==> config.mk <==
export PLATFORM = sky130hd
export DESIGN_NAME = param_updown_counter
export DESIGN_NICKNAME = d
export VERILOG_FILES = /design/src/rtl/counter_pkg.sv /design/src/rtl/step_gen.sv /design/src/rtl/param_updown_counter.sv
export SDC_FILE = /design/constraint.sdc
export NUM_CORES = 1
export LEC_CHECK = 0
export ABC_AREA = 0
export BUFFER_PORTS_ARGS = -buffer_cell sky130_fd_sc_hd__buf_4
export CORE_MARGIN = 3
export CORE_UTILIZATION = 25
export DETAILED_ROUTE_END_ITERATION = 6
export SYNTH_ARGS = -nofsm -noshare
export SYNTH_HDL_FRONTEND = slang
export SYNTH_SLANG_ARGS = --single-unit
==> constraint.sdc <==
create_clock -name clk -period 4.45 [get_ports clk]
set_clock_uncertainty 0.2 [all_clocks]
set_input_delay 0.6675 -clock clk [delete_from_list [all_inputs] [get_ports clk]]
set_output_delay 0.6675 -clock clk [all_outputs]
set_load 0.02 [all_outputs]
==> src/rtl/counter_pkg.sv <==
// Shared types and helpers for the parameterised up/down counter.
package counter_pkg;

  typedef enum logic {
    DIR_DOWN = 1'b0,
    DIR_UP   = 1'b1
  } dir_t;

  // Width of the prescaler phase register; never narrower than one bit.
  function automatic int PRESCALE_W(input int unsigned p);
    return (p <= 2) ? 1 : $clog2(p);
  endfunction

endpackage

==> src/rtl/step_gen.sv <==
// Prescaler: emits a one-cycle step every PRESCALE enabled, non-cleared cycles.
module step_gen
  import counter_pkg::*;
#(
  parameter int unsigned PRESCALE = 1
) (
  input  logic clk,
  input  logic rst,
  input  logic en,
  input  logic clr,
  output logic step
);

  localparam int PW = PRESCALE_W(PRESCALE);
  localparam logic [PW-1:0] LAST = PW'(PRESCALE - 1);

  logic [PW-1:0] phase_reg;
  logic [PW-1:0] phase_next;

  always_comb begin
    phase_next = phase_reg;
    if (clr) begin
      phase_next = '0;
    end else if (en) begin
      phase_next = (phase_reg == LAST) ? '0 : phase_reg + PW'(1);
    end
  end

  assign step = en && !clr && (phase_reg == LAST);

  always_ff @(posedge clk) begin
    if (rst) begin
      phase_reg <= '0;
    end else begin
      phase_reg <= phase_next;
    end
  end

endmodule

==> src/rtl/param_updown_counter.sv <==
// Bounded up/down counter with prescaler, clamped load and wrap pulse.
// Define SAT_EN to add the sat input, which holds at the bounds instead of wrapping.
module param_updown_counter
  import counter_pkg::*;
#(
  parameter int unsigned WIDTH    = 8,
  parameter int unsigned LO       = 0,
  parameter int unsigned HI       = (2 ** WIDTH) - 1,
  parameter int unsigned PRESCALE = 1
) (
  input  logic             clk,
  input  logic             rst,
  input  logic             en,
  input  logic             load,
  input  logic             up,
`ifdef SAT_EN
  input  logic             sat,
`endif
  input  logic [WIDTH-1:0] din,
  output logic [WIDTH-1:0] count,
  output logic             at_hi,
  output logic             at_lo,
  output logic             wrap
);

  if (WIDTH < 2 || WIDTH > 32) begin : g_bad_width
    $fatal(1, "param_updown_counter: WIDTH must be 2..32");
  end
  if (LO >= HI) begin : g_bad_bounds
    $fatal(1, "param_updown_counter: LO must be below HI");
  end
  if (64'(HI) >= (64'd1 << WIDTH)) begin : g_bad_hi
    $fatal(1, "param_updown_counter: HI does not fit in WIDTH bits");
  end
  if (PRESCALE < 1 || PRESCALE > 256) begin : g_bad_prescale
    $fatal(1, "param_updown_counter: PRESCALE must be 1..256");
  end

  localparam logic [WIDTH-1:0] LO_V = WIDTH'(LO);
  localparam logic [WIDTH-1:0] HI_V = WIDTH'(HI);

  logic [WIDTH-1:0] count_reg, count_next;
  logic             wrap_reg, wrap_next;
  logic             step;
  logic             hold_at_bound;
  dir_t             dir;

  assign dir = up ? DIR_UP : DIR_DOWN;

`ifdef SAT_EN
  assign hold_at_bound = sat;
`else
  assign hold_at_bound = 1'b0;
`endif

  step_gen #(.PRESCALE(PRESCALE)) u_step_gen (
    .clk  (clk),
    .rst  (rst),
    .en   (en),
    .clr  (load),
    .step (step)
  );

  // Bound comparisons are made before any +/-1, so HI at the top of the range never overflows.
  always_comb begin
    count_next = count_reg;
    wrap_next  = 1'b0;
    if (load) begin
      if (din < LO_V)      count_next = LO_V;
      else if (din > HI_V) count_next = HI_V;
      else                 count_next = din;
    end else if (step) begin
      if (dir == DIR_UP) begin
        if (count_reg != HI_V) begin
          count_next = count_reg + WIDTH'(1);
        end else if (!hold_at_bound) begin
          count_next = LO_V;
          wrap_next  = 1'b1;
        end
      end else begin
        if (count_reg != LO_V) begin
          count_next = count_reg - WIDTH'(1);
        end else if (!hold_at_bound) begin
          count_next = HI_V;
          wrap_next  = 1'b1;
        end
      end
    end
  end

  always_ff @(posedge clk) begin
    if (rst) begin
      count_reg <= LO_V;
      wrap_reg  <= 1'b0;
    end else begin
      count_reg <= count_next;
      wrap_reg  <= wrap_next;
    end
  end

  assign count = count_reg;
  assign wrap  = wrap_reg;
  assign at_hi = (count_reg == HI_V);
  assign at_lo = (count_reg == LO_V);

endmodule
### Word level (Yosys, flattened, before mapping)

Index checks and enable logic that the tools add are counted.

* input bits: 13
* bits in registers: 10
* output and inout bits: 11
* word-level logic and storage cells: 32

* reductions and logical operators: 8
* mux-type cells: 12
* $add $sub $neg: 3
* bitwise operators: 2
* order comparisons: 2
* eq/ne operators: 2

Operator list (count)
* $mux 8: 7
* $add 8x1->8 const B: 1
* $eq 8x8->1 const B: 1
* $gt 8x8->1 const B: 1
* $logic_not 8->1: 1
* $lt 8x1->1 const B: 1
* $ne 8x8->1 const B: 1
* $reduce_bool 8->1: 1
* $sub 8x1->8 const B: 1
* $mux 1: 5
* $reduce_or 3->1: 1
* $logic_and 1x1->1: 2
* $not 1->1: 2
* $reduce_bool 2->1: 1
* $reduce_or 2->1: 1
* $add 1x1->1 const B: 1
* $logic_not 1->1: 1

### Depth between registers and ports, before layout

* word-level depth: 5
* mapped depth: 6
* gate-level depth less buffers: 6

### By module

A second synthesis with hierarchy kept.

* cell total of the unflattened synthesis: 108
* area total of the unflattened synthesis: 885.8 sq um

By module, submodules not included
* param_updown_counter: instances 1, cells each 107, area each 872.1 sq um, sequential area each 180.2 sq um
* step_gen: instances 1, cells each 1, area each 13.8 sq um, sequential area each 0.0 sq um

### Worst setup path before layout

No wires, ideal clock.

* kind: register -> output
* start point: register count_reg[0], in the netlist count[0]
* end point: output at_lo
* arrival time: 1261 ps
* stages on the path, launching flop included: 6
* path buffers: 0
* required time: 3582 ps
* slack: 2321 ps
* path through: dfxtp_1 > inv_1 > ha_1 > nor4b_4 > nand2_1 > inv_1

* longest elaborated chain between the ends: 1

Ends and longest elaborated chain
* from (decl): RTL line param_updown_counter.sv:42 `logic [WIDTH-1:0] count_reg, count_next;`
* from (signal assigned): RTL line param_updown_counter.sv:96 `count_reg <= count_next;`
* $logic_not 8->1: RTL line param_updown_counter.sv:104 `assign at_lo = (count_reg == LO_V);`
* to (decl): RTL line param_updown_counter.sv:22 `output logic at_lo,`

No other way between the ends.

### Worst setup path in the final report

* start point: register count_reg[3], in the netlist count[3]
* end point: output at_hi

* longest elaborated chain between the ends: 1

Ends and longest elaborated chain
* $eq 8x8->1: RTL line param_updown_counter.sv:103 `assign at_hi = (count_reg == HI_V);`
* to (decl): RTL line param_updown_counter.sv:21 `output logic at_hi,`

No other way between the ends.

==> impl_metrics.json <==
{
  "grt_remaining_overflow": 0,
  "timing.rr.start": "count[0]$_SDFFE_PP0P_",
  "drt_wl_total_mm": 2.473,
  "row_count": 20,
  "synth_top_family_by_area": "compound AO/OA/AOI/OAI gates",
  "arrival_ns": 1.69,
  "clk_pin_slew_ns": 0.07,
  "cpPeakStageDelay_ns": 0.62,
  "post-dp-hpwl_mm": 1.813,
  "cts_made_buffers": 3,
  "syn_nets": 127,
  "globalRouteTotalUtil_pct": 12.28,
  "cp-start-kind": "flip-flop",
  "wl_per_cell_um": 14.29,
  "synth_xor_area_share_pct": 4.076,
  "final_common_cell": "buf_4",
  "die_height_um": 64.64,
  "final_cell_area_mm2": 0.001072,
  "path_buf_inv": 2,
  "critical-path-top-delay-family": "flip-flops",
  "critPathKind": "reg -> out",
  "synth_cell_type_count": 41,
  "drc": 0,
  "ys_ff_latch": 9,
  "holdCritPathClass": "in -> reg",
  "max_slew.worst_pin.slew_ns": 0.5397,
  "r2r_cells": 6,
  "power_density_mw_per_mm2": 253.1,
  "grt_max_degree": 16,
  "die_w_um": 64.64,
  "crit_slowest_cell": "dfxtp_1",
  "final_cell_mix": "buf_4, inv_1, dfxtp_1, nand3_1",
  "finalCritPeriodShare_pct": 57.57,
  "clock_path_buffers": 2,
  "grt_pass1_wl_mm": 4.153,
  "crit_path_end_kind": "output pin",
  "synth_largest_area_cell": "dfxtp_1",
  "ys_seq_area_share_pct": 20.96,
  "dr.pass1.iters": 4,
  "fin_setup_tns_ns": 0,
  "hold_path_startpoint": "din[2]",
  "vias": 945,
  "netlist_instances": 111,
  "postCtsSetupRepairBufs": 0,
  "hold_ws_ns": 0.4526,
  "p_leak_nw": 0.4388,
  "cts_tree": "yes",
  "dpl_worst_slack_ns": 2.210,
  "ctsHoldBuffers": 0,
  "portBuffers": 23,
  "yosys.area_share.simple_pct": 26.49,
  "critPathMaxFanout": 12,
  "largest_register_ffs": 8,
  "hold_viol_final": 0,
  "vdd.ir_drop.worst_uv": 121.8,
  "cts.sinks": 9,
  "setup_slack_ns": 1.888,
  "grt_pass1_vias": 880,
  "cp.required_ns": 3.58,
  "synth_mux_area_share_pct": 1.164,
  "synthAdderAreaFrac_pct": 4.367,
  "synth_ff_type": "dfxtp_1",
  "grt_antenna_before_repair": 0,
  "crit_path_cell_trace": "and4_1 -> nand4_1 -> inv_2 -> buf_4",
  "n_antenna_cell": 0,
  "synth_edf_count": 0,
  "crit_path_start": "count[3]$_SDFFE_PP0P_",
  "cap_violations": 0,
  "first_iter_violations": 53,
  "yosysWarningCount": 0,
  "async_reset_ff_share_pct": 0,
  "status": "complete, no violations",
  "netlist_area_um2": 859.6,
  "layout.nets": 146,
  "synthToLayoutAreaGrowth_pct": 24.75,
  "cts_resized": 0,
  "syn_avg_cell_area_um2": 7.744,
  "via_per_inst": 5.462,
  "initial_core_util_pct": 27.26,
  "slew_violations": 0,
  "relSlewSlack_pct": 63.97,
  "synth_top_area_share_pct": 20.96,
  "dpl_cell_area_mm2": 0.001046,
  "synth.top_cells.by_area": "dfxtp_1, ha_1, o211ai_1",
  "finalSetupViolCount": 0,
  "gp_congestion": 0.8151,
  "path_depth": 4,
  "rsz0062_at_grt": "no",
  "min_path_cells": 3,
  "clk_latency_ns": 0.27,
  "ant_nets": 0,
  "cts.root.buffer_cell": "clkbuf_4",
  "die_area_mm2": 0.004178,
  "layout-drive-gt1-share_pct": 27.13,
  "coreArea_mm2": 0.003153,
  "fin_crit_ns": 2.562,
  "boundaryPins": 24,
  "max_freq_ghz": 0.3903,
  "synth_compound_area_share_pct": 33.77,
  "htree_levels": 1
}
## cell type report
type | instances | area, um2
clock buffers | 4 | 26.28
fillers | 353 | 2081
inverters | 10 | 37.54
multi-input cells | 83 | 600.6
flip-flops and latches | 9 | 180.2
well taps | 44 | 55.05
repair buffers | 23 | 172.7
## Yosys cell counts (2+ instances only)
cell      number
dfxtp_1        9
inv_1          9
nand3_1        7
nand2_1        6
o21ai_0        6
a21oi_1        5
clkbuf_1       5
nor2_1         5
nor3_1         5
o211ai_1       5
a31oi_1        4
nor3b_1        4
a21o_1         3
buf_2          3
ha_1           3
o21a_1         3
a221o_1        2
a221oi_2       2
xnor2_1        2
xor2_1         2
## per-layer routing
layer | wire (um) | GRT usage [%] | vias up | share of wire, %
met5 | 0 | 0 | - | 0
met4 | 35 | 3.694 | 0 | 1.4
met3 | 180 | 2.426 | 6 | 7.3
met2 | 1136 | 18.94 | 38 | 46
met1 | 1120 | 17.15 | 449 | 45
li1 | - | - | 452 | -
## where the power goes
group / internal (mW) / switching (mW) / total (mW)
logic: 0.0469 / 0.0512 / 0.0981
clock network: 0.0347 / 0.0354 / 0.0702
registers: 0.0863 / 0.0168 / 0.103
total: 0.168 / 0.103 / 0.271
## cells by family (layout without fill, tap and decap cells)
kind of cell    count (synthesis)  after routing
compound gates                 39             39
simple gates                   36             36
buf+inv                        19             37
flops                           9              9
xor+xnor                        4              4
fa+ha+maj                       3              3
mux                             1              1
## worst paths after layout
check                           slack (ns)                     to
worst max-delay path                  1.89                  at_hi
worst min-delay path                  0.45  count[2]$_SDFFE_PP0P_
worst max register to register        2.44  count[4]$_SDFFE_PP0P_
worst min register to register        0.48  count[1]$_SDFFE_PP0P_
## worst reg2reg max path, delay by kind of cell, from the launching register on
family | cells | cell delay, ns
compound gates | 2 | 0.55
flops | 1 | 0.46
fa+ha+maj | 1 | 0.27
simple gates | 1 | 0.18
xor+xnor | 1 | 0.14
buf+inv | 1 | 0.13
## stage by stage
stage	power, mW	util (%)	instances
6_report	0.2714	34.01	173
5_1_grt	0.2874	34.01	173
4_1_cts	0.2725	34.01	173
3_5_place_dp	0.2023	33.17	169
3_3_place_gp	0.2018	33.17	169
2_1_floorplan	0.1709	-	111
(Power assumes the default switching activity.)
